===== src/rtl/doodle_pkg.sv =====
// Shared screen geometry and one-hot jump-state encodings for the doodle blocks.
package doodle_pkg;

   // Visible-area offsets and resolution of the VGA timing.
   localparam int X_OFFSET      = 144;
   localparam int Y_OFFSET      = 35;
   localparam int H_RES         = 640;
   localparam int V_RES         = 480;
   localparam int V_MIDDLE      = Y_OFFSET + V_RES / 2;
   localparam int DOODLE_RADIUS = 10;

   // One-hot encodings shared with doodle_sm, packed as {Done, Down, Up, I}.
   typedef enum logic [3:0] {
      ST_I    = 4'b0001,
      ST_UP   = 4'b0010,
      ST_DOWN = 4'b0100,
      ST_DONE = 4'b1000
   } doodle_state_t;

   // Anything that is not exactly one-hot freezes the doodle like DONE.
   function automatic doodle_state_t decode_state(input logic [3:0] vec);
      doodle_state_t st;
      case (vec)
         4'b0001: st = ST_I;
         4'b0010: st = ST_UP;
         4'b0100: st = ST_DOWN;
         default: st = ST_DONE;
      endcase
      return st;
   endfunction

endpackage


===== src/rtl/tick_gen.sv =====
// Game-tick divider: a registered one-cycle pulse every TICK_DIV clocks, plus
// the combinational terminal-count flag so callers can update on the same edge.
module tick_gen #(
   parameter int TICK_DIV = 500000
) (
   input  logic Clk,
   input  logic Reset_n,
   output logic tick,
   output logic wrap
);

   localparam int CW = (TICK_DIV > 1) ? $clog2(TICK_DIV) : 1;

   logic [CW-1:0] count;

   assign wrap = (count == CW'(TICK_DIV - 1));

   // Free-running divider; the pulse is registered on the terminal-count edge.
   always_ff @(posedge Clk) begin
      if (!Reset_n) begin
         count <= '0;
         tick  <= 1'b0;
      end else if (wrap) begin
         count <= '0;
         tick  <= 1'b1;
      end else begin
         count <= count + CW'(1);
         tick  <= 1'b0;
      end
   end

endmodule


===== src/rtl/doodle_motion.sv =====
// Doodle motion integrator: turns the one-hot jump state and the left/right
// buttons into a screen position, updated once per game tick.
module doodle_motion
   import doodle_pkg::*;
#(
   parameter int TICK_DIV    = 500000,
   parameter int X_MIN       = X_OFFSET,
   parameter int X_MAX       = X_OFFSET + H_RES - DOODLE_RADIUS,
   parameter int Y_MIN       = Y_OFFSET,
   parameter int X_START     = 459,
   parameter int Y_START     = 480,
   parameter int H_STEP      = 2,
   parameter int MAX_SPEED   = 8,
   parameter int UP_SHIFT    = 4,
   parameter int ACCEL_TICKS = 4
) (
   input  logic        Clk,
   input  logic        Reset_n,
   input  logic        q_I,
   input  logic        q_Up,
   input  logic        q_Down,
   input  logic        q_Done,
   input  logic        is_in_middle,
   input  logic        BtnL,
   input  logic        BtnR,
   output logic [15:0] object_x,
   output logic [15:0] object_y,
   output logic [9:0]  up_count,
   output logic [3:0]  vert_speed,
   output logic        tick
);

   localparam int FCW = (ACCEL_TICKS > 1) ? $clog2(ACCEL_TICKS) : 1;

   logic            wrap;
   doodle_state_t   state;
   logic [FCW-1:0]  fall_count;
   logic [3:0]      fall_speed;
   logic [3:0]      up_speed;
   int              up_speed_int;
   logic [10:0]     up_sum;
   logic [9:0]      up_count_next;
   logic [15:0]     y_up;
   logic [16:0]     y_sum;
   logic [15:0]     y_down;
   logic [15:0]     x_next;

   tick_gen #(
      .TICK_DIV (TICK_DIV)
   ) u_tick_gen (
      .Clk     (Clk),
      .Reset_n (Reset_n),
      .tick    (tick),
      .wrap    (wrap)
   );

   assign state = decode_state({q_Done, q_Down, q_Up, q_I});

   // Rising speed decays with distance risen; never drops below one pixel.
   always_comb begin
      up_speed_int = MAX_SPEED - int'(up_count >> UP_SHIFT);
      if (up_speed_int < 1) begin
         up_speed_int = 1;
      end
      up_speed      = 4'(up_speed_int);
      up_sum        = {1'b0, up_count} + 11'(up_speed);
      up_count_next = (up_sum > 11'h3FF) ? 10'h3FF : up_sum[9:0];
   end

   // Candidate vertical positions: clamp at the top when rising, saturate when falling.
   always_comb begin
      if (int'(object_y) - int'(up_speed) < Y_MIN) begin
         y_up = 16'(Y_MIN);
      end else begin
         y_up = object_y - 16'(up_speed);
      end
      y_sum  = {1'b0, object_y} + 17'(fall_speed);
      y_down = y_sum[16] ? 16'hFFFF : y_sum[15:0];
   end

   // Horizontal step with wrap-around; both or neither button holds x.
   always_comb begin
      x_next = object_x;
      if (BtnL && !BtnR) begin
         if (int'(object_x) - H_STEP < X_MIN) begin
            x_next = 16'(X_MAX);
         end else begin
            x_next = object_x - 16'(H_STEP);
         end
      end else if (BtnR && !BtnL) begin
         if (int'(object_x) + H_STEP > X_MAX) begin
            x_next = 16'(X_MIN);
         end else begin
            x_next = object_x + 16'(H_STEP);
         end
      end
   end

   // Per-tick motion update, followed by the per-cycle clears that prime each jump phase.
   always_ff @(posedge Clk) begin
      if (!Reset_n) begin
         object_x   <= 16'(X_START);
         object_y   <= 16'(Y_START);
         up_count   <= '0;
         vert_speed <= 4'(MAX_SPEED);
         fall_count <= '0;
         fall_speed <= 4'd1;
      end else begin
         if (wrap) begin
            case (state)
               ST_I: begin
                  object_x   <= 16'(X_START);
                  object_y   <= 16'(Y_START);
                  vert_speed <= 4'(MAX_SPEED);
               end
               ST_UP: begin
                  vert_speed <= up_speed;
                  up_count   <= up_count_next;
                  object_x   <= x_next;
                  if (!is_in_middle) begin
                     object_y <= y_up;
                  end
               end
               ST_DOWN: begin
                  vert_speed <= fall_speed;
                  object_y   <= y_down;
                  object_x   <= x_next;
                  if (fall_count == FCW'(ACCEL_TICKS - 1)) begin
                     fall_count <= '0;
                     if (fall_speed < 4'(MAX_SPEED)) begin
                        fall_speed <= fall_speed + 4'd1;
                     end
                  end else begin
                     fall_count <= fall_count + FCW'(1);
                  end
               end
               default: begin
                  // DONE or a non-one-hot state: everything holds.
               end
            endcase
         end
         // Leaving a phase rearms it, so a bounce always restarts at full rise speed.
         if (!q_Up) begin
            up_count <= '0;
         end
         if (!q_Down) begin
            fall_count <= '0;
            fall_speed <= 4'd1;
         end
      end
   end

endmodule


===== config.mk =====
export PLATFORM = sky130hd
export DESIGN_NAME = doodle_motion
export DESIGN_NICKNAME = d
export VERILOG_FILES = /design/src/rtl/doodle_pkg.sv /design/src/rtl/tick_gen.sv /design/src/rtl/doodle_motion.sv
export SDC_FILE = /design/constraint.sdc
export NUM_CORES = 1
export LEC_CHECK = 0
export BUFFER_PORTS_ARGS = -buffer_cell sky130_fd_sc_hd__buf_4
export CORE_ASPECT_RATIO = 0.6
export CORE_MARGIN = 4
export CORE_UTILIZATION = 58
export CTS_BUF_LIST = sky130_fd_sc_hd__clkbuf_4 sky130_fd_sc_hd__clkbuf_8
export CTS_CLUSTER_DIAMETER = 80
export CTS_CLUSTER_SIZE = 28
export DETAILED_ROUTE_END_ITERATION = 8
export PLACE_DENSITY = 0.79
export SETUP_SLACK_MARGIN = 0.05
export SYNTH_ARGS = -nofsm -noshare
export SYNTH_HDL_FRONTEND = slang
export SYNTH_SLANG_ARGS = --single-unit

===== constraint.sdc =====
create_clock -name Clk -period 4.4 [get_ports Clk]
set_clock_uncertainty 0.1 [all_clocks]
set_input_delay 0 -clock Clk [delete_from_list [all_inputs] [get_ports Clk]]
set_output_delay 0 -clock Clk [all_outputs]
set_load 0.02 [all_outputs]

After elaboration in Yosys (flattened, before gate mapping)

Cells that the tools add are included.

Add/sub/neg operators: 12
$lt $le $gt $ge: 6
Equality and inequality tests: 10
Mux-type cells: 15
Bitwise logic cells: 1
Reduce and logical (&&, ||, !) cells: 16

Operators with widths:

| operator                | number |
|---|---|
| $mux W16                | 7 |
| $pmux W16 S3            | 1 |
| $pmux W16 S2            | 1 |
| $pmux W4 S3             | 2 |
| $add A19 B1 Y19 const B | 1 |
| $eq A19 B19 Y1 const B  | 1 |
| $add A16 B2 Y17 const B | 1 |
| $add A16 B4 Y17         | 1 |
| $gt A17 B10 Y1 const B  | 1 |
| $lt A17 B7 Y1 const B   | 1 |
| $lt A17 B9 Y1 const B   | 1 |
| $sub A16 B2 Y17 const B | 1 |
| $sub A16 B4 Y17         | 1 |
| $add A16 B2 Y16 const B | 1 |
| $sub A16 B2 Y16 const B | 1 |
| $sub A16 B4 Y16         | 1 |
| $add A10 B4 Y11         | 1 |
| $gt A11 B10 Y1 const B  | 1 |
| $mux W10                | 1 |
| $reduce_and A2 Y1       | 5 |
| $eq A4 B1 Y1 const B    | 2 |
| $eq A4 B2 Y1 const B    | 2 |
| $eq A4 B3 Y1 const B    | 2 |
| $lt A7 B2 Y1 const B    | 1 |
| 18 further kinds        | 22 |

Flip-flop bits (word level): 72
Output and inout bits: 47

Logic depth before layout (Yosys ltp)

Gate-level depths: netlist of run 1.

Depth in word-level cells: 8
Depth in mapped cells: 18

Hierarchy

A second synthesis of run 1 with hierarchy kept.

Cells, all modules: 692
Area, all modules: 5377.7 µm²

By module, submodules not included:

| module        | instances | cells an instance | area an instance (µm²) | sequential area each (µm²) |
|---|---|---|---|---|
| doodle_motion | 1         | 591               | 4445.5                 | 1041.0 |
| tick_gen      | 1         | 101               | 932.1                  | 400.4 |

Worst setup path after synthesis of run 1

OpenSTA, ideal clock, no wires.

Path kind: reg-to-reg
Start point: register up_count[4]
End point: register object_y[3]
Library setup time: 120 ps
Data arrival time: 3770 ps
Required time: 4180 ps
Path slack: 411 ps
Cell stages (with the launch flop): 17
Buffers on the path: 0
Clock period less this slack: 3989 ps
Path through: dfxtp_1 inv_1 ha_1 nand2b_1 o22ai_1 nand2_1 nand3_1 ha_1 inv_1 fa_1 a21o_1 a21o_1 or3_2 o211a_1 a2111oi_4 nor4_1 o31a_1

Cells in the longest elaborated chain, start to end: 8
Elaborated cells between the ends (all ways): 9
Classes of those cells: 3 x add/sub; 2 x order compare; 4 x mux

Ends and longest elaborated chain:

| what                   | line                 | source |
|---|---|---|
| start, declared        | doodle_motion.sv:28  | `output logic [9:0] up_count,` |
| start signal, assigned | doodle_motion.sv:118 | `up_count <= up_count_next;` |
| $sub A4 B6 Y7 (*)      | doodle_motion.sv:61  | `up_speed_int = MAX_SPEED - int'(up_count >> UP_SHIFT);` |
| $lt A7 B2 Y1           | doodle_motion.sv:62  | `if (up_speed_int < 1) begin` |
| $mux W4 (*)            | doodle_motion.sv:62  |  |
| $sub A16 B4 Y17        | doodle_motion.sv:72  | `if (int'(object_y) - int'(up_speed) < Y_MIN) begin` |
| $lt A17 B7 Y1          | doodle_motion.sv:72  |  |
| $mux W16 (*)           | doodle_motion.sv:72  |  |
| $mux W16 (*)           | doodle_motion.sv:120 | `if (!is_in_middle) begin` |
| $pmux W16 S3 (*)       | doodle_motion.sv:110 | `case (state)` |
| end signal, assigned   | doodle_motion.sv:113 | `object_y <= 16'(Y_START);` |
| end signal, assigned   | doodle_motion.sv:121 | `object_y <= y_up;` |
| end signal, assigned   | doodle_motion.sv:126 | `object_y <= y_down;` |
| end, declared          | doodle_motion.sv:27  | `output logic [15:0] object_y,` |

Every way passes the cells marked *; elsewhere a longest branch is shown, timed or not. The select of a mux whose other input is x is not followed.
A chain may end at the register's enable or synchronous reset.

Final worst setup path of run 1

Start point: register up_count[4]
End point: register object_y[4]

Same word-level chain as after synthesis.

==> results_dict.tcl, run 1 <==
set metrics [dict create \
    status "finished clean" \
    dp_hpwl_um 11900 \
    ir_worst_vdd_v 0.000164 \
    grt_pass1_vias 5035 \
    fin_crit_sh_pct 93.6 \
    ant_nets 0 \
    syn_to_final_growth_pct 12.5 \
    min_period_ns 4.12 \
    wl_per_cell_um 19.2 \
    yosys.area.top_type "dfxtp_1" \
    rr_startpoint "up_count[4]" \
    switching_share_pct 23.5 \
    vias 5742 \
    grt-busiest-layer "met1" \
    cts_made_buffers 9 \
    final_cell_area_um2 6070 \
    rr_endpoint "object_y[4]" \
    syn_inst 700 \
    clkTransAtPathRegs_ns 0.08 \
    antenna_found_initial 1 \
    fmax_mhz 243 \
    seq_area_um2 1440 \
    postPlaceCellArea_um2 5770 \
    die_w_um 133 \
    yosysTopAreaCellShare_pct 26.7 \
    hold_path.class "input pin to register" \
    syn_area_um2 5400 \
    cp.required_ns 4.57 \
    critPathCaptureType "register" \
    path_class "register to register" \
    critical_path_peak_fanout 8 \
    initialDrtViolationCount 898 \
    yosysSeqAreaShare_pct 26.7 \
    placed_cells_incl_taps 828 \
    intPower_w 0.00106 \
    htree_levels 3 \
    p_leak_nw 2.31 \
    routabilityCongestion 0.956 \
    coreArea_um2 8780 \
    p_sw_w 0.000325 \
    drt_first_pass_iters 6 \
    total_power_w 0.00138 \
    grt_max_degree 36 \
    arrival_ns 4.29 \
    grt_pass1_wl_um 26600 \
    nNetsFinal 763 \
    pwr-share-seq_pct 47.4 \
    drive_above_1_share_pct 14.8 \
    cts_sinks 72 \
    final_cells 849 \
    setup_violations 0 \
    multiInputGateArea_um2 3660 \
    fillers 721 \
    root_buffer "clkbuf_8" \
    cts_tree "built" \
    worstSkewPairLatency_ns 0.37 \
    ios 56 \
    power_frac_comb_pct 4.0 \
    yosysWarnings 0 \
    overflow 0 \
    drv_cap 0 \
    grtUsageMet3_pct 7.45 \
    final_cell_mix "dfxtp_1, nor2_1, buf_4" \
    grt.met2_usage_pct 42.8 \
    die_area_um2 11000 \
    start_kind "register" \
    report.final.slew_viol_count 0 \
    wl_um 16300 \
    power_frac_clock_pct 48.6 \
    synth-edff-count 0 \
    worst_slew_pin_slew_ns 1.08 \
    p_per_area_nw_per_um2 228 \
    avgSynthCellArea_um2 7.71 \
    fp.dieH_um 82.7 \
    met1_usage_pct 45.3 \
    drc_errors 0 \
    slew_headroom_pct 27.3 \
    start_util_pct 61.4 \
    port_buffers 55 \
    synth_nets 732 \
    rsz0062_at_grt "no" \
    synthArstFlopShare_pct 0 \
    worstRegToRegCells 16 \
    r2r_setup_slack_ns 0.28 \
    synth_cell_type_count 79 \
    hold_violations 0 \
    whs_ns 0.0207 \
    grt_usage_pct 30.2 \
    vias_per_cell 6.76 \
    final_common_cell "dfxtp_1" \
    ys.flop_type "dfxtp_1" \
    ys_top_cells_by_area "dfxtp_1, ha_1, a21oi_1" \
    crit_end "object_y[4]" \
    critPathLaunch "up_count[4]" \
    cts.path.max_buffers 2 \
    rows 26 \
    synth_seq_cells 72 \
    tns_ns 0 \
]
-- worst min path at each step --
stage / cells after the start / end / startpoint
2_1_floorplan: 1 / fall_speed[0] / q_Down
4_1_cts: 5 / object_x[1] / BtnL
6_report: 5 / object_x[1] / BtnL
3_5_place_dp: 2 / fall_speed[0] / q_Down
3_3_place_gp: 2 / fall_speed[0] / q_Down
5_1_grt: 5 / object_x[1] / BtnL
-- through the flow --
stage	worst slack (ns)	utilization, %
after global routing	0.0781	69.1
after detailed placement	0.102	65.7
after global placement	0.317	65.7
after floorplan	0.411	-
final	0.282	69.1
after CTS	0.0999	68.9
-- cells by family (layout without fill, tap and decap cells) --
logic type,Yosys count,count (layout),synth area share [%]
compound gates,199,199,25.0
xor+xnor,40,40,6.49
fa+ha+maj,23,23,5.75
buf+inv,67,103,5.73
flops,72,72,26.7
mux,6,6,1.14
other cells,0,1,0
simple gates,293,293,29.2
-- routing by layer --
metal,wire length [um],share of wire (%)
met3,2040,13
met4,165,1.0
met5,0,0
met1,7560,46
met2,6500,40
-- timing repair --
item,4_1_cts,5_1_grt
gates resized for setup,0,3
endpoints found under the setup margin,0,6
endpoints found under the hold margin,20,0
hold buffers,3,0
buffers inserted,0,1
-- registers in the layout, summed over array words and instances (netlist names) --
register / flops
u_tick_gen.count: 19
object_x: 16
object_y: 16
up_count: 10
fall_speed: 4
vert_speed: 4
fall_count: 2
u_tick_gen.tick: 1
-- critical path: stages (launching register included) --
cell	delay, ns
dfxtp_2	0.41
inv_1	0.08
ha_1	0.21
nand2b_1	0.15
o22ai_1	0.16
nand2_1	0.07
nand3_1	0.14
ha_1	0.23
inv_1	0.07
fa_1	0.44
a21o_1	0.21
a21o_1	0.27
or3_2	0.47
o211a_1	0.26
nor3_1	0.28
a2111oi_0	0.16
o311a_1	0.31
-- Yosys cell counts, types with 6 or more instances --
master / instances
nand3_1: 32
ha_1: 20
a211oi_1: 8
nor3_1: 27
nor4_1: 18
a21oi_1: 49
a31oi_1: 14
clkbuf_1: 32
o21ai_0: 39
o211ai_1: 11
xnor2_1: 21
nand2b_1: 8
xor2_1: 19
and3_1: 13
inv_1: 24
nor2b_1: 8
nand4_1: 14
or3_1: 14
nor2_1: 64
o31ai_1: 6
a21o_1: 9
dfxtp_1: 72
nand2_1: 49
-- power groups by stage --
stage               Combinational, W  Sequential (W)  Clock (W)
detailed placement         0.0000517        0.000671          0
global placement           0.0000503        0.000671          0
finish                     0.0000548        0.000655   0.000672
floorplan                  0.0000340        0.000670          0
CTS                        0.0000534        0.000655   0.000673
global route               0.0000595        0.000656   0.000701
-- cell type report --
| cell class | instances | share of cell area (%) |
|---|---|---|
| Multi-Input combinational cell | 561 | 60.4 |
| Sequential cell | 72 | 23.8 |
| Timing Repair Buffer | 63 | 7.92 |
| Tap cell | 112 | 2.31 |
| Clock buffer | 10 | 2.16 |
| Clock inverter | 6 | 1.92 |
| Inverter | 24 | 1.48 |
| Antenna cell | 1 | 0.0412 |
No activity file was read; power rests on OpenSTA's default activity.
==> run 2: changes to the inputs <==
Settings changed: CORE_UTILIZATION 58 to 42, PLACE_DENSITY 0.79 to default.
==> results_dict.tcl, run 2 (synthesis results as in run 1) <==
set metrics [dict create \
    postPlaceCellArea_um2 5850 \
    fin_crit_sh_pct 92.4 \
    grt_max_degree 36 \
    switching_share_pct 25.7 \
    htree_levels 3 \
    hold_path.class "input pin to register" \
    start_util_pct 43.9 \
    slew_headroom_pct 19.4 \
    wl_per_cell_um 18.1 \
    overflow 0 \
    antenna_found_initial 0 \
    intPower_w 0.000995 \
    grt_usage_pct 21.8 \
    cp_num_buf_inv 2 \
    worstPathCellList "inv_1, ha_1, nand2b_1, o22ai_1, nand2_1, nand3_1, ha_1, inv_1, fa_1, a21o_1, a21o_1, or3_2, o211a_1, a2111oi_4, nor4_1, o31a_1" \
    cts.path.max_buffers 2 \
    status "finished clean" \
    die_area_um2 14800 \
    tns_ns 0 \
    final_cell_mix "dfxtp_1, nor2_1, buf_4" \
    fillers 1188 \
    cts_sinks 72 \
    ios 56 \
    cpPeakStageDelay_ns 0.47 \
    arrival_ns 4.23 \
    largest_reg_flops 19 \
    ant_nets 0 \
    wl_um 16400 \
    p_sw_w 0.000344 \
    final_cell_area_um2 6120 \
    path_class "register to register" \
    p_per_area_nw_per_um2 219 \
    worst_slew_pin_slew_ns 1.20 \
    routabilityCongestion 0.898 \
    min_period_ns 4.06 \
    drc_errors 0 \
    drive_above_1_share_pct 14.6 \
    syn_to_final_growth_pct 13.4 \
    largest_registers "u_tick_gen.count x19, object_x x16, object_y x16" \
    cts_made_buffers 9 \
    cpMaxStageDelayCell "or3_2" \
    hold_violations 0 \
    fp.dieH_um 95.8 \
    antennaDiodeCount 0 \
    grt_pass1_vias 5014 \
    clkTransAtPathRegs_ns 0.09 \
    final_common_cell "dfxtp_1" \
    critical_path.top_delay_family "compound AO/OA/AOI/OAI gates" \
    cp.required_ns 4.57 \
    initialDrtViolationCount 485 \
    die_w_um 154 \
    critical_path_peak_fanout 7 \
    grt_pass1_wl_um 26200 \
    top_register "u_tick_gen.count" \
    critPathCaptureType "register" \
    rows 31 \
    drt_first_pass_iters 5 \
    report.final.slew_viol_count 0 \
    setup_violations 0 \
    fmax_mhz 246 \
    power_frac_comb_pct 4.1 \
    total_power_w 0.00134 \
    rsz0062_at_grt "no" \
    coreArea_um2 12300 \
    p_leak_nw 2.30 \
    nNetsFinal 765 \
    start_kind "register" \
    dp_hpwl_um 11800 \
    cts_tree "built" \
    vias 5627 \
    worstSkewPairLatency_ns 0.37 \
    ir_worst_vdd_v 0.000131 \
    port_buffers 55 \
    power_frac_clock_pct 46.9 \
    root_buffer "clkbuf_8" \
    vias_per_cell 6.23 \
    pwr-share-seq_pct 49.0 \
    drv_cap 0 \
]
## run 2: changes by cell type in the layout (fill, tap and decap cells not counted), sizes merged
cell	before	now
diode	1	0
buf	60	61
bufinv	3	2
clkinv	2	1
clkbuf	10	9
clkinvlp	0	2
dlygate4sd3	3	4
inv	25	26
## run 2: power groups by stage
stage / Clock, W / Combinational [W] / Sequential, W
6_report: 0.000629 / 0.0000549 / 0.000656
5_1_grt: 0.000660 / 0.0000603 / 0.000656
4_1_cts: 0.000640 / 0.0000540 / 0.000656
3_5_place_dp: 0 / 0.0000525 / 0.000671
3_3_place_gp: 0 / 0.0000524 / 0.000671
2_1_floorplan: 0 / 0.0000340 / 0.000670
## run 2: tightest hold or removal path, stage by stage
cell	delay, ns
buf_4	0.09
a21oi_1	0.16
o21ai_0	0.17
a31oi_1	0.05
## run 2: what timing repair did
item / in CTS / in global routing
endpoints found under the setup margin: 0 / 2
hold buffers: 4 / 0
buffers inserted: 0 / 1
gates resized for setup: 0 / 1
endpoints found under the hold margin: 20 / 0
## run 2: layout make-up
type / count / area (um^2) / area share [%]
multi-input combinational: 561 / 3660 / 59.8
sequential: 72 / 1440 / 23.6
timing repair buffer: 65 / 498 / 8.14
tap: 165 / 206 / 3.37
clock buffer: 9 / 124 / 2.02
clock inverter: 7 / 101 / 1.66
inverter: 24 / 90.1 / 1.47
## run 2: worst paths after layout
path                             from                   to  slack (ns)  cells after the start
setup / recovery          up_count[5]          object_y[3]        0.34                     16
hold / removal           is_in_middle          object_y[1]        0.04                      4
hold reg to reg   u_tick_gen.count[0]  u_tick_gen.count[0]        0.39                      1
setup reg to reg          up_count[5]          object_y[3]        0.34                     16
## run 2: layer usage
| layer | routed length [um] | vias to the layer above | GRT usage [%] |
|---|---|---|---|
| li1 | - | 2692 | - |
| met1 | 8210 | 2699 | 32.3 |
| met2 | 6830 | 226 | 32.0 |
| met3 | 1200 | 10 | 5.71 |
| met4 | 119 | 0 | 3.75 |
| met5 | 0 | - | 0 |
## run 2: stage by stage
step | utilization (%) | instances | hold WS, ns | worst slack (ns)
6_report | 49.8 | 903 | 0.0447 | 0.336
5_1_grt | 49.8 | 903 | 0.0560 | 0.0630
4_1_cts | 49.7 | 902 | 0.0133 | 0.205
3_5_place_dp | 47.6 | 882 | 0.149 | 0.219
3_3_place_gp | 47.6 | 882 | 0.146 | 0.370
2_1_floorplan | - | 700 | -0.0282 | 0.411
==> run 3: changes to the inputs <==
Clock period 4.4 ns to 5.2 ns, I/O delays scaled along.
==> results_dict.tcl, run 3 (synthesis results as in run 1) <==
set metrics [dict create \
    final_common_cell "dfxtp_1" \
    wl_um 16000 \
    vias 5558 \
    grt_usage_pct 21.5 \
    cpPeakStageDelay_ns 0.48 \
    setup_slack_ns 0.906 \
    antenna_found_initial 0 \
    hold_path.class "input pin to register" \
    min_period_ns 4.29 \
    ir_worst_vdd_v 0.000110 \
    total_power_w 0.00108 \
    top_register "u_tick_gen.count" \
    fp.dieH_um 95.8 \
    report.final.slew_viol_count 0 \
    worstPathCellList "inv_1, ha_1, nand2b_1, o22ai_1, nand2_1, nand3_1, ha_1, inv_1, fa_1, a21o_1, a21o_1, or3_2, o211a_1, a2111oi_4, nor4_1, o31a_1" \
    status "finished clean" \
    intPower_w 0.000804 \
    p_sw_w 0.000274 \
    nNetsFinal 762 \
    r2r_setup_slack_ns 0.91 \
    die_w_um 154 \
    grt_pass1_vias 4863 \
    rows 31 \
    rsz0062_at_grt "no" \
    dp_hpwl_um 11600 \
    fin_crit_sh_pct 82.6 \
    cts_sinks 72 \
    critPathCaptureType "register" \
    power_frac_comb_pct 4.3 \
    start_util_pct 43.9 \
    setup_violations 0 \
    drt_first_pass_iters 5 \
    slew_headroom_pct 21.0 \
    p_leak_nw 2.28 \
    ios 56 \
    whs_ns 0.0489 \
    fmax_mhz 233 \
    arrival_ns 4.45 \
    final_cell_mix "dfxtp_1, nor2_1, buf_4" \
    port_buffers 55 \
    worst_slew_pin_slew_ns 1.18 \
    post_cts_buffers 0 \
    hold_depth 4 \
    worstRegToRegCells 16 \
    hold_violations 0 \
    routabilityCongestion 0.878 \
    initialDrtViolationCount 585 \
    cpMaxStageDelayCell "dfxtp_1" \
    overflow 0 \
    htree_levels 3 \
    pwr-share-seq_pct 51.4 \
    coreArea_um2 12300 \
    ant_nets 0 \
    grt_pass1_wl_um 25700 \
    syn_to_final_growth_pct 12.6 \
    grt_max_degree 36 \
    drc_errors 0 \
    cts.path.max_buffers 2 \
    post-route-util_pct 49.4 \
    cts_tree "built" \
    largest_reg_flops 19 \
    hold_end "object_y[1]" \
    root_buffer "clkbuf_8" \
    p_per_area_nw_per_um2 177 \
    switching_share_pct 25.4 \
    largest_registers "u_tick_gen.count x19, object_x x16, object_y x16" \
    drv_cap 0 \
    worstHoldStart "is_in_middle" \
    cp.required_ns 5.36 \
    vias_per_cell 6.18 \
    start_kind "register" \
    rr_endpoint "object_y[3]" \
    dp_slack_ns 0.965 \
    antennaDiodeCount 0 \
    wl_per_cell_um 17.8 \
    tns_ns 0 \
    worstSkewPairLatency_ns 0.37 \
    cts_made_buffers 9 \
    drive_above_1_share_pct 14.1 \
    rr_startpoint "up_count[4]" \
    die_area_um2 14800 \
    fillers 1183 \
    path_class "register to register" \
    cts_hold_buf 4 \
    critical_path_peak_fanout 8 \
    post_cts_resized 0 \
    clkTransAtPathRegs_ns 0.08 \
    power_frac_clock_pct 44.3 \
]
## run 3: metal layers
layer | global-route usage [%] | part of all wire (%) | routed length [um] | vias up
met1 | 32.6 | 49 | 7890 | 2612
met5 | 0 | 0 | 0 | -
met2 | 30.3 | 41 | 6490 | 256
met4 | 5.44 | 0.88 | 141 | 0
li1 | - | - | - | 2670
met3 | 4.94 | 9.3 | 1480 | 20
## run 3: cell type report
| cell class | instances | area [um^2] | area share (%) |
|---|---|---|---|
| inverters | 24 | 90.1 | 1.48 |
| clock buffers | 10 | 138 | 2.27 |
| repair buffers | 62 | 475 | 7.83 |
| multi-input cells | 561 | 3660 | 60.2 |
| well taps | 165 | 206 | 3.40 |
| clock inverters | 6 | 66.3 | 1.09 |
| flip-flops and latches | 72 | 1440 | 23.7 |
## run 3: power by group through the flow
stage	logic, W	clock network (W)	registers, W
after floorplan	0.0000287	0	0.000567
after global placement	0.0000436	0	0.000568
after detailed placement	0.0000438	0	0.000568
after CTS	0.0000452	0.000490	0.000555
after global routing	0.0000503	0.000518	0.000555
final	0.0000463	0.000477	0.000555
## run 3: critical path: cells and delay by family (launching register included)
| kind | cells | cell delay, ns |
|---|---|---|
| AOI/OAI and AO/OA | 6 | 1.63 |
| adders and majority gates | 3 | 0.86 |
| buffers and inverters | 2 | 0.16 |
| DFF | 1 | 0.48 |
| and+or+nand+nor | 5 | 0.94 |
## run 3: worst max path at each step
| stage | start | cells past startpoint | slack (ns) | endpoint |
|---|---|---|---|---|
| final | up_count[4] | 16 | 0.91 | object_y[3] |
| after CTS | up_count[4] | 16 | 0.94 | object_y[3] |
| after global placement | up_count[4] | 16 | 1.06 | object_y[3] |
| after detailed placement | up_count[4] | 16 | 0.97 | object_y[3] |
| after floorplan | up_count[4] | 16 | 1.21 | object_y[3] |
| after global routing | up_count[4] | 16 | 0.59 | object_y[3] |
## run 3: metrics by stage
step	area (um^2)	instances
global placement	5830	880
global route	6080	900
CTS	6080	900
detailed placement	5830	880
finish	6080	900
floorplan	5400	700
